==> src/rtl/spi_master_fab.sv <==
// spi_master_fab: fabric SPI master with CPOL/CPHA modes,
// runtime clock divider, N selects and select hold for bursts.
module spi_master_fab #(
  parameter int DATA_W = 8,
  parameter int NUM_SS = 2,
  parameter int SEL_W  = 1,
  parameter int DIV_W  = 8
) (
  input  logic              FAB_CLK,
  input  logic              FAB_RESET,
  input  logic              START,
  input  logic [DATA_W-1:0] TX_DATA,
  input  logic [SEL_W-1:0]  SS_SEL,
  input  logic              HOLD_SS,
  input  logic              CPOL,
  input  logic              CPHA,
  input  logic [DIV_W-1:0]  CLK_DIV,
  output logic              BUSY,
  output logic              DONE,
  output logic [DATA_W-1:0] RX_DATA,
  output logic              SPI_CLK,
  output logic              SPI_DO,
  input  logic              SPI_DI,
  output logic [NUM_SS-1:0] SPI_SS_N
);

  localparam int EW = $clog2(2*DATA_W) + 1;
  localparam logic [EW-1:0] LAST_EDGE = EW'(2*DATA_W);

  typedef enum logic [2:0] {
    S_IDLE,
    S_SETUP,
    S_XFER,
    S_HOLD,
    S_END
  } state_t;

  state_t r_state;
  state_t w_next;

  logic [DIV_W-1:0]  r_cnt;
  logic [DIV_W-1:0]  r_div;
  logic [EW-1:0]     r_edge;
  logic [DATA_W-1:0] r_tx;
  logic [DATA_W-1:0] r_rx;
  logic [DATA_W-1:0] r_rxd;
  logic [SEL_W-1:0]  r_sel;
  logic [NUM_SS-1:0] r_ss_n;
  logic              r_hold;
  logic              r_held;
  logic              r_cpha;
  logic              r_clk;
  logic              r_do;

  logic              w_accept;
  logic              w_skip;
  logic              w_tick;
  logic              w_busy_st;
  logic              w_xfer_tick;
  logic              w_hold_done;
  logic [EW-1:0]     w_edge;
  logic              w_odd;
  logic              w_last;
  logic [NUM_SS-1:0] w_ss_dec;

  assign w_busy_st = (r_state == S_SETUP) ||
                     (r_state == S_XFER)  ||
                     (r_state == S_HOLD);
  assign w_accept  = START &&
                     ((r_state == S_IDLE) ||
                      (r_state == S_END));
  assign w_skip    = r_held && (SS_SEL == r_sel);
  assign w_tick    = (r_cnt == r_div);
  assign w_edge    = r_edge + EW'(1);
  assign w_odd     = w_edge[0];
  assign w_last    = (w_edge == LAST_EDGE);

  assign w_xfer_tick = (r_state == S_XFER) && w_tick;
  assign w_hold_done = (r_state == S_HOLD) && w_tick;

  // Out-of-range indices match no bit, so no select asserts.
  for (genvar g = 0; g < NUM_SS; g++) begin : g_dec
    assign w_ss_dec[g] = (SS_SEL != SEL_W'(g));
  end

  assign SPI_CLK  = r_clk;
  assign SPI_DO   = r_do;
  assign SPI_SS_N = r_ss_n;
  assign RX_DATA  = r_rxd;

  // State register.
  always_ff @(posedge FAB_CLK or posedge FAB_RESET) begin
    if (FAB_RESET) r_state <= S_IDLE;
    else           r_state <= w_next;
  end

  // Next-state: a held select to the same slave skips SETUP.
  always_comb begin
    w_next = r_state;
    unique case (r_state)
      S_IDLE, S_END: begin
        if (w_accept) w_next = w_skip ? S_XFER : S_SETUP;
        else          w_next = S_IDLE;
      end
      S_SETUP: if (w_tick) w_next = S_XFER;
      S_XFER:  if (w_tick && w_last) w_next = S_HOLD;
      S_HOLD:  if (w_tick) w_next = S_END;
      default: w_next = S_IDLE;
    endcase
  end

  // Status outputs decoded from the state register.
  always_comb begin
    BUSY = 1'b0;
    DONE = 1'b0;
    unique case (r_state)
      S_SETUP, S_XFER, S_HOLD: BUSY = 1'b1;
      S_END:                   DONE = 1'b1;
      default: ;
    endcase
  end

  // Half-period counter; expires after CLK_DIV+1 cycles.
  always_ff @(posedge FAB_CLK or posedge FAB_RESET) begin
    if (FAB_RESET) begin
      r_cnt <= '0;
    end else if (w_accept || w_tick) begin
      r_cnt <= '0;
    end else if (w_busy_st) begin
      r_cnt <= r_cnt + DIV_W'(1);
    end
  end

  // SCLK edge counter, sized so it stops at 2*DATA_W.
  always_ff @(posedge FAB_CLK or posedge FAB_RESET) begin
    if (FAB_RESET)        r_edge <= '0;
    else if (w_accept)    r_edge <= '0;
    else if (w_xfer_tick) r_edge <= w_edge;
  end

  // Per-word configuration captured on an accepted START.
  always_ff @(posedge FAB_CLK or posedge FAB_RESET) begin
    if (FAB_RESET) begin
      r_div  <= '0;
      r_sel  <= '0;
      r_hold <= 1'b0;
      r_cpha <= 1'b0;
    end else if (w_accept) begin
      r_div  <= CLK_DIV;
      r_sel  <= SS_SEL;
      r_hold <= HOLD_SS;
      r_cpha <= CPHA;
    end
  end

  // Serial engine: clock toggle, drive and sample on edges.
  always_ff @(posedge FAB_CLK or posedge FAB_RESET) begin
    if (FAB_RESET) begin
      r_tx  <= '0;
      r_rx  <= '0;
      r_clk <= 1'b0;
      r_do  <= 1'b0;
    end else if (w_accept) begin
      r_tx  <= TX_DATA;
      r_clk <= CPOL;
      if (!CPHA) r_do <= TX_DATA[DATA_W-1];
    end else if (w_xfer_tick) begin
      r_clk <= ~r_clk;
      if (w_odd ^ r_cpha) begin
        r_rx <= {r_rx[DATA_W-2:0], SPI_DI};
      end else if (r_cpha) begin
        r_do <= r_tx[DATA_W-1];
        r_tx <= {r_tx[DATA_W-2:0], 1'b0};
      end else if (!w_last) begin
        r_do <= r_tx[DATA_W-2];
        r_tx <= {r_tx[DATA_W-2:0], 1'b0};
      end
    end
  end

  // Received word becomes visible in the DONE cycle.
  always_ff @(posedge FAB_CLK or posedge FAB_RESET) begin
    if (FAB_RESET)        r_rxd <= '0;
    else if (w_hold_done) r_rxd <= r_rx;
  end

  // Slave selects and the held-select flag.
  always_ff @(posedge FAB_CLK or posedge FAB_RESET) begin
    if (FAB_RESET) begin
      r_ss_n <= '1;
      r_held <= 1'b0;
    end else if (w_accept) begin
      r_ss_n <= w_ss_dec;
      r_held <= 1'b0;
    end else if (w_hold_done) begin
      if (r_hold) r_held <= 1'b1;
      else        r_ss_n <= '1;
    end
  end

endmodule

==> config.mk <==
export PLATFORM = sky130hd
export DESIGN_NAME = spi_master_fab
export DESIGN_NICKNAME = d
export VERILOG_FILES = /design/src/rtl/spi_master_fab.sv
export SDC_FILE = /design/constraint.sdc
export NUM_CORES = 1
export LEC_CHECK = 0
export ABC_AREA = 1
export BUFFER_PORTS_ARGS = -buffer_cell sky130_fd_sc_hd__buf_2
export CAP_MARGIN = 10
export CORE_MARGIN = 2
export CORE_UTILIZATION = 60
export DETAILED_ROUTE_END_ITERATION = 8
export GPL_TIMING_DRIVEN = 0
export PLACE_DENSITY_LB_ADDON = 0.1
export SLEW_MARGIN = 30
export SYNTH_ARGS = -nofsm -noshare
export SYNTH_HDL_FRONTEND = slang
export SYNTH_SLANG_ARGS = --single-unit
==> constraint.sdc <==
create_clock -name FAB_CLK -period 3.63 [get_ports FAB_CLK]
set_input_delay 0.1815 -clock FAB_CLK [delete_from_list [all_inputs] [get_ports FAB_CLK]]
set_output_delay 0.1815 -clock FAB_CLK [all_outputs]
set_load 0.005 [all_outputs]
==> results of run 1 <==
-- worst register-to-register path, delay by kind of cell (launching register included) --
family	cells	cell delay, ns
AO/OA/AOI/OAI	1	0.15
buffers and inverters	1	0.15
adder cells (fa/ha/maj)	1	0.23
flip-flops	1	0.46
AND/OR/NAND/NOR	7	0.70
-- power groups by stage --
stage | Combinational, W | Clock [W] | Sequential (W)
4_1_cts | 0.000762 | 0.000408 | 0.00102
6_report | 0.000754 | 0.000397 | 0.00102
3_5_place_dp | 0.000755 | 0 | 0.00103
3_3_place_gp | 0.000729 | 0 | 0.00102
5_1_grt | 0.000867 | 0.000432 | 0.00106
2_1_floorplan | 0.000587 | 0 | 0.00100
-- routing by layer --
metal / vias up / GRT usage (%) / part of all wire, %
met5: - / 0 / 0
met2: 47 / 37.4 / 47
li1: 1152 / - / -
met1: 1039 / 32.6 / 48
met4: 0 / 5.56 / 0.75
met3: 4 / 4.58 / 3.8
-- through the flow --
step	utilization, %	hold WS (ns)	instances	power (W)
after global routing	72.1	0.0578	433	0.00236
after CTS	72.1	0.0579	433	0.00219
after global placement	69.0	0.378	423	0.00175
after floorplan	-	0.291	334	0.00159
after detailed placement	69.5	0.186	424	0.00179
final	72.1	0.0660	433	0.00218
-- state kept, by name, indices dropped and copies added, names as in the netlist --
name,flops
RX_DATA,8
SPI_CLK,1
SPI_DO,1
SPI_SS_N,2
r_cnt,8
r_cpha,1
r_div,8
r_edge,5
r_held,1
r_hold,1
r_rx,8
r_sel,1
r_state,3
r_tx,8
-- layout by cell type, fill, tap and decap left out, types with 5 or more instances in the layout --
cell,count
nand2_1,125
dfrtp_1,54
buf_2,38
inv_1,28
nand3_1,22
nor2_1,16
o21ai_0,15
xnor2_1,7
o21a_1,7
o21ai_2,7
clkbuf_8,5
-- what timing repair did --
item                       4_1_cts  5_1_grt
hold endpoints to repair        25        0
hold buffers                     1        0
setup endpoints to repair        0        0
resized for setup                0        0
-- area by class of cell --
class	instances	share of cell area, %
repair buffers	39	6.71
multi-input cells	237	38.2
clock inverters	2	1.09
clock buffers	6	2.26
inverters	33	4.02
plain buffers	8	1.91
well taps	52	2.03
flip-flops and latches	56	43.8
-- final timing paths --
check	cells after the start	slack, ns	endpoint	from
worst max-delay path	10	1.84	r_tx[3]	r_edge[0]
worst min-delay path	3	0.07	r_div[4]	CLK_DIV[4]
worst max register to register	10	1.84	r_tx[3]	r_edge[0]
worst min register to register	2	0.47	r_rx[0]	r_rx[0]
max in group asynchronous	4	2.70	SPI_SS_N[1]	FAB_RESET
min in group asynchronous	3	0.38	r_div[1]	FAB_RESET
-- cell families after synthesis --
family / after synthesis
AO/OA/AOI/OAI: 38
flip-flops: 56
adder cells (fa/ha/maj): 2
XOR/XNOR: 11
buffers and inverters: 41
multiplexers: 1
AND/OR/NAND/NOR: 185
==> results.toml, run 1 <==
[run_status]
status = "completed"

[power]
seqPwrFrac_pct = 47.1
ir_drop_mv = 0.456
swShare_pct = 36.3
net-switching-power_w = 0.000790
power.leakage_nw = 1.72
p_int_w = 0.00139
pwr-share-comb_pct = 34.7
power_density_nw_per_um2 = 679
clockPowerShare_pct = 18.3

[worst_setup_path]
critical-path-top-delay-family = "simple AND/OR/NAND/NOR gates"
worstPathCellList = "ha_1, nand2_1, o21ai_0, nand2_1, nand4_1, nor2b_1, buf_6, nand2_4, nand2_1, nand2_1"
start_kind = "register"
cp_max_fo = 8
arrival_ns = 1.99
cp.required_ns = 3.83
crit_top_cell = "nand2_1"
path_class = "reg2reg"
critPathSlowestCell = "dfrtp_1"
cp_slowest_stage_delay_ns = 0.46
cp-end-kind = "register"
path_buf_inv = 1

[global_route]
grt_remaining_overflow = 0
first_global_vias = 2094
grt_pass1_wl_um = 9400
track_usage_pct = 23.2
grt_max_degree = 32
antenna_found_initial = 0

[synth]
syn_area_um2 = 2820
synth_edf_count = 0
ys.flop_type = "dfrtp_1"
yosysMostFrequentCell = "nand2_1"
synth_top_family_by_area = "simple AND/OR/NAND/NOR gates"
synth-xor-area-share_pct = 3.42
ys_seq_area_share_pct = 49.9
synth_top_area_cell = "dfrtp_1"
synth_cells = 334
synth_fp_nets = 360
async_flop_share_pct = 100
synth_area_leaders = "dfrtp_1, nand2_1, nand3_1"
synth_common_cells = "nand2_1, dfrtp_1, inv_1"
yosysWarnings = 0
synth_compound_area_share_pct = 8.53
yosysTopAreaCellShare_pct = 48.0
synth.avg_cell_area_um2 = 8.43
yosysUniqueCellTypes = 36
synthAdderAreaFrac_pct = 0.889
ys_ff_latch = 56
synthMuxAreaShare_pct = 0.400
yosys.area_share.simple_pct = 30.2

[timing]
skew_ns = 0.0121
max_freq_ghz = 0.557
finalSetupViolCount = 0
post-route-period-util_pct = 49.4
hold_viol_final = 0
slew_violations = 0
fin_crit_ns = 1.79
slew_headroom_pct = 66.9
tightest_slew_ns = 0.496
setup_tns_ns = 0
rsz0062_at_grt = "false"
setup_ws_ns = 1.84

[cells_and_area]
nFillCells = 341
final_cell_area_um2 = 3210
multi_input_area_um2 = 1220
area_growth_pct = 13.9
antenna_cells = 0
seqCellArea_um2 = 1400
post_route_cells_drive_above_1_share_pct = 20.7
fin_nets = 406

[die]
start_util_pct = 63.3
dieWidth_um = 72.5
die_h_um = 72.5
dieArea_um2 = 5260
ios = 38
core_um2 = 4440
rows = 24

[clock_tree]
cts_buffer_depth = 2
cts_buffers = 5
root_buffer = "clkbuf_8"
clock_sinks = 56
clk_pin_slew_ns = 0.10
postCtsSetupRepairBufs = 0
worstSkewPairLatency_ns = 0.31
htreeDepth = 2
cts_tree = "done"

[placement]
io_buffer_count = 37
postPlaceCellArea_um2 = 3090
hpwlAfterDp_um = 3930
gp_congestion = 0.809
dp_slack_ns = 1.86

[route]
detailedRoute.firstIterationViolations = 142
routed_wl_um = 5350
antenna_left = 0
first_pass_iters = 4
viasPerCell = 5.18
avgRoutedWirePerCell_um = 12.3
vias = 2242
drc = 0

[run]
maxCapViolations = 0

[hold_path]
hp-class = "in2reg"
Power figures use the tool's default switching activity.
==> run 2, diff against run 1 <==
--- a/config.mk
+++ b/config.mk
@@ -5,11 +5,11 @@
 export SDC_FILE = /design/constraint.sdc
 export NUM_CORES = 1
 export LEC_CHECK = 0
-export ABC_AREA = 1
+export ABC_AREA = 0
 export BUFFER_PORTS_ARGS = -buffer_cell sky130_fd_sc_hd__buf_2
 export CAP_MARGIN = 10
 export CORE_MARGIN = 2
-export CORE_UTILIZATION = 60
+export CORE_UTILIZATION = 57
 export DETAILED_ROUTE_END_ITERATION = 8
 export GPL_TIMING_DRIVEN = 0
 export PLACE_DENSITY_LB_ADDON = 0.1
==> constraint.sdc (replaced) <==
create_clock -name FAB_CLK -period 1.8 [get_ports FAB_CLK]
set_input_delay 0.09 -clock FAB_CLK [delete_from_list [all_inputs] [get_ports FAB_CLK]]
set_output_delay 0.09 -clock FAB_CLK [all_outputs]
set_load 0.005 [all_outputs]
==> results.toml, run 2 <==
[clock_tree]
cts_tree = "done"
htreeDepth = 2
cts_buffer_depth = 2
cts_buffers = 5
clock_sinks = 56
clk_pin_slew_ns = 0.11
root_buffer = "clkbuf_8"
worstSkewPairLatency_ns = 0.32

[synth]
yosysWarnings = 0
ys.flop_type = "dfrtp_1"
synth_area_leaders = "dfrtp_1, mux2_2, nand2_1"
synth_top_area_cell = "dfrtp_1"
syn_area_um2 = 2680
synth_edf_count = 0
synth_common_cells = "dfrtp_1, nand2_1, nor2_1"
yosysTopAreaCellShare_pct = 50.5
synth_cells = 250
synth.avg_cell_area_um2 = 10.7
ys_ff_latch = 56
async_flop_share_pct = 100
yosysMostFrequentCell = "dfrtp_1"
synth_fp_nets = 276
ys_seq_area_share_pct = 52.5
yosysUniqueCellTypes = 42

[worst_setup_path]
critPathSlowestCell = "dfrtp_2"
worstPathCellList = "buf_6, xnor2_2, nand4_1, nor4_4, buf_6, nand2_8, o221a_4"
crit_top_cell = "buf_6"
cp_slowest_stage_delay_ns = 0.47
start_kind = "register"
arrival_ns = 2.24
cp-end-kind = "register"
cp_max_fo = 8
critical-path-top-delay-family = "simple AND/OR/NAND/NOR gates"
path_buf_inv = 2
cp.required_ns = 2.01
path_class = "reg2reg"

[power]
ir_drop_mv = 0.578
power.leakage_nw = 1.71
power_density_nw_per_um2 = 564
p_total_w = 0.00207

[route]
drc = 0
viasPerCell = 5.92
antenna_left = 0
vias = 2209
routed_wl_um = 6970
detailedRoute.firstIterationViolations = 109
avgRoutedWirePerCell_um = 18.7
first_pass_iters = 4

[global_route]
grt_pass1_wl_um = 10200
antenna_found_initial = 0
grt_max_degree = 44
track_usage_pct = 25.4
first_global_vias = 2122
grt_remaining_overflow = 0

[cells_and_area]
fin_cells = 373
post_route_cells_drive_above_1_share_pct = 41.4
fin_nets = 346
nFillCells = 242
area_growth_pct = 37.2
layout_common_cells = "dfrtp_1, nand2_1, buf_2, mux2_4, nor2_1"
antenna_cells = 0
post-route-util_pct = 82.6
mostFrequentLayoutCell = "dfrtp_1"

[placement]
io_buffer_count = 37
gp_congestion = 0.802
hpwlAfterDp_um = 3770
dp.cells = 340

[timing]
fin_crit_ns = 2.04
rsz0062_at_grt = "true"
max_freq_ghz = 0.491
slew_headroom_pct = 72.2
finalSetupViolCount = 39
setup_tns_ns = -6.39
fin_hold_ws_ns = 0.0357
hold_viol_final = 0
post-route-period-util_pct = 113
slew_violations = 0
tightest_slew_ns = 0.418
skew_ns = 0.00441
setup_ws_ns = -0.235

[run]
maxCapViolations = 0

[run_status]
status = "complete, but fails checks"
violations = "negative setup slack"

[die]
die_h_um = 72.5
rows = 24
ios = 38
dieArea_um2 = 5260
dieWidth_um = 72.5
core_um2 = 4440
start_util_pct = 60.2

[hold_path]
hp-class = "in2reg"
[run 2: power breakdown]
group | internal (W) | leakage, nW | switching, W
Clock | 0.000287 | 0.0463 | 0.000440
Combinational | 0.0000443 | 0.945 | 0.0000397
Sequential | 0.00126 | 0.719 | 0.00000143
[run 2: metal layers]
metal	wire length, um	track usage (%)
met1	2830	33.7
met2	3520	41.5
met3	398	5.42
met4	218	9.26
met5	0	0
[run 2: worst register-to-register path, stage by stage (launching register included)]
cell	delay (ns)
dfrtp_2	0.47
buf_6	0.15
xnor2_2	0.14
nand4_1	0.22
nor4_4	0.41
buf_6	0.18
nand2_8	0.08
o221a_4	0.28
[run 2: cell families after synthesis]
kind of cell               after synthesis  synth area share [%]
AOI/OAI and AO/OA                       30                  8.61
xor gates and xnor gates                18                  5.89
adders and majority gates                2                 0.935
buffers and inverters                   11                  1.96
DFF                                     56                  52.5
muxes                                   21                  8.70
and+or+nand+nor                        112                  21.4
[run 2: final timing paths]
kind	cells after the start	end	slack (ns)	start
min	3	SPI_CLK	0.04	CPOL
min in group asynchronous	3	r_edge[3]	0.24	FAB_RESET
min reg2reg	1	SPI_CLK	0.47	SPI_CLK
max	7	r_tx[2]	-0.24	r_cnt[3]
max in group asynchronous	4	SPI_SS_N[1]	1.04	FAB_RESET
max reg2reg	7	r_tx[2]	-0.24	r_cnt[3]
[run 2: timing repair]
action,CTS,global route
endpoints found under the setup margin,55,45
gates cloned,1,0
hold buffers,12,0
endpoints found under the hold margin,65,0
gates resized for setup,44,39
pin swaps,7,27
buffers inserted,12,5
[run 2: per-stage QoR]
stage               setup WS (ns)  instance area (um^2)
finish                     -0.235                  3670
floorplan                  -0.192                  2680
CTS                        -0.283                  3510
detailed placement         -0.583                  2950
global route               -0.299                  3670
global placement           -0.556                  2930
[run 2: layout make-up]
cell class                      instances  area, um^2  share of cell area (%)
Clock inverter                          3        27.5                   0.750
Buffer                                  6        42.5                    1.16
Tap cell                               52        65.1                    1.77
Multi-Input combinational cell        183        1550                    42.3
Inverter                                2        10.0                   0.273
Sequential cell                        56        1410                    38.5
Timing Repair Buffer                   66         492                    13.4
Clock buffer                            5        68.8                    1.87
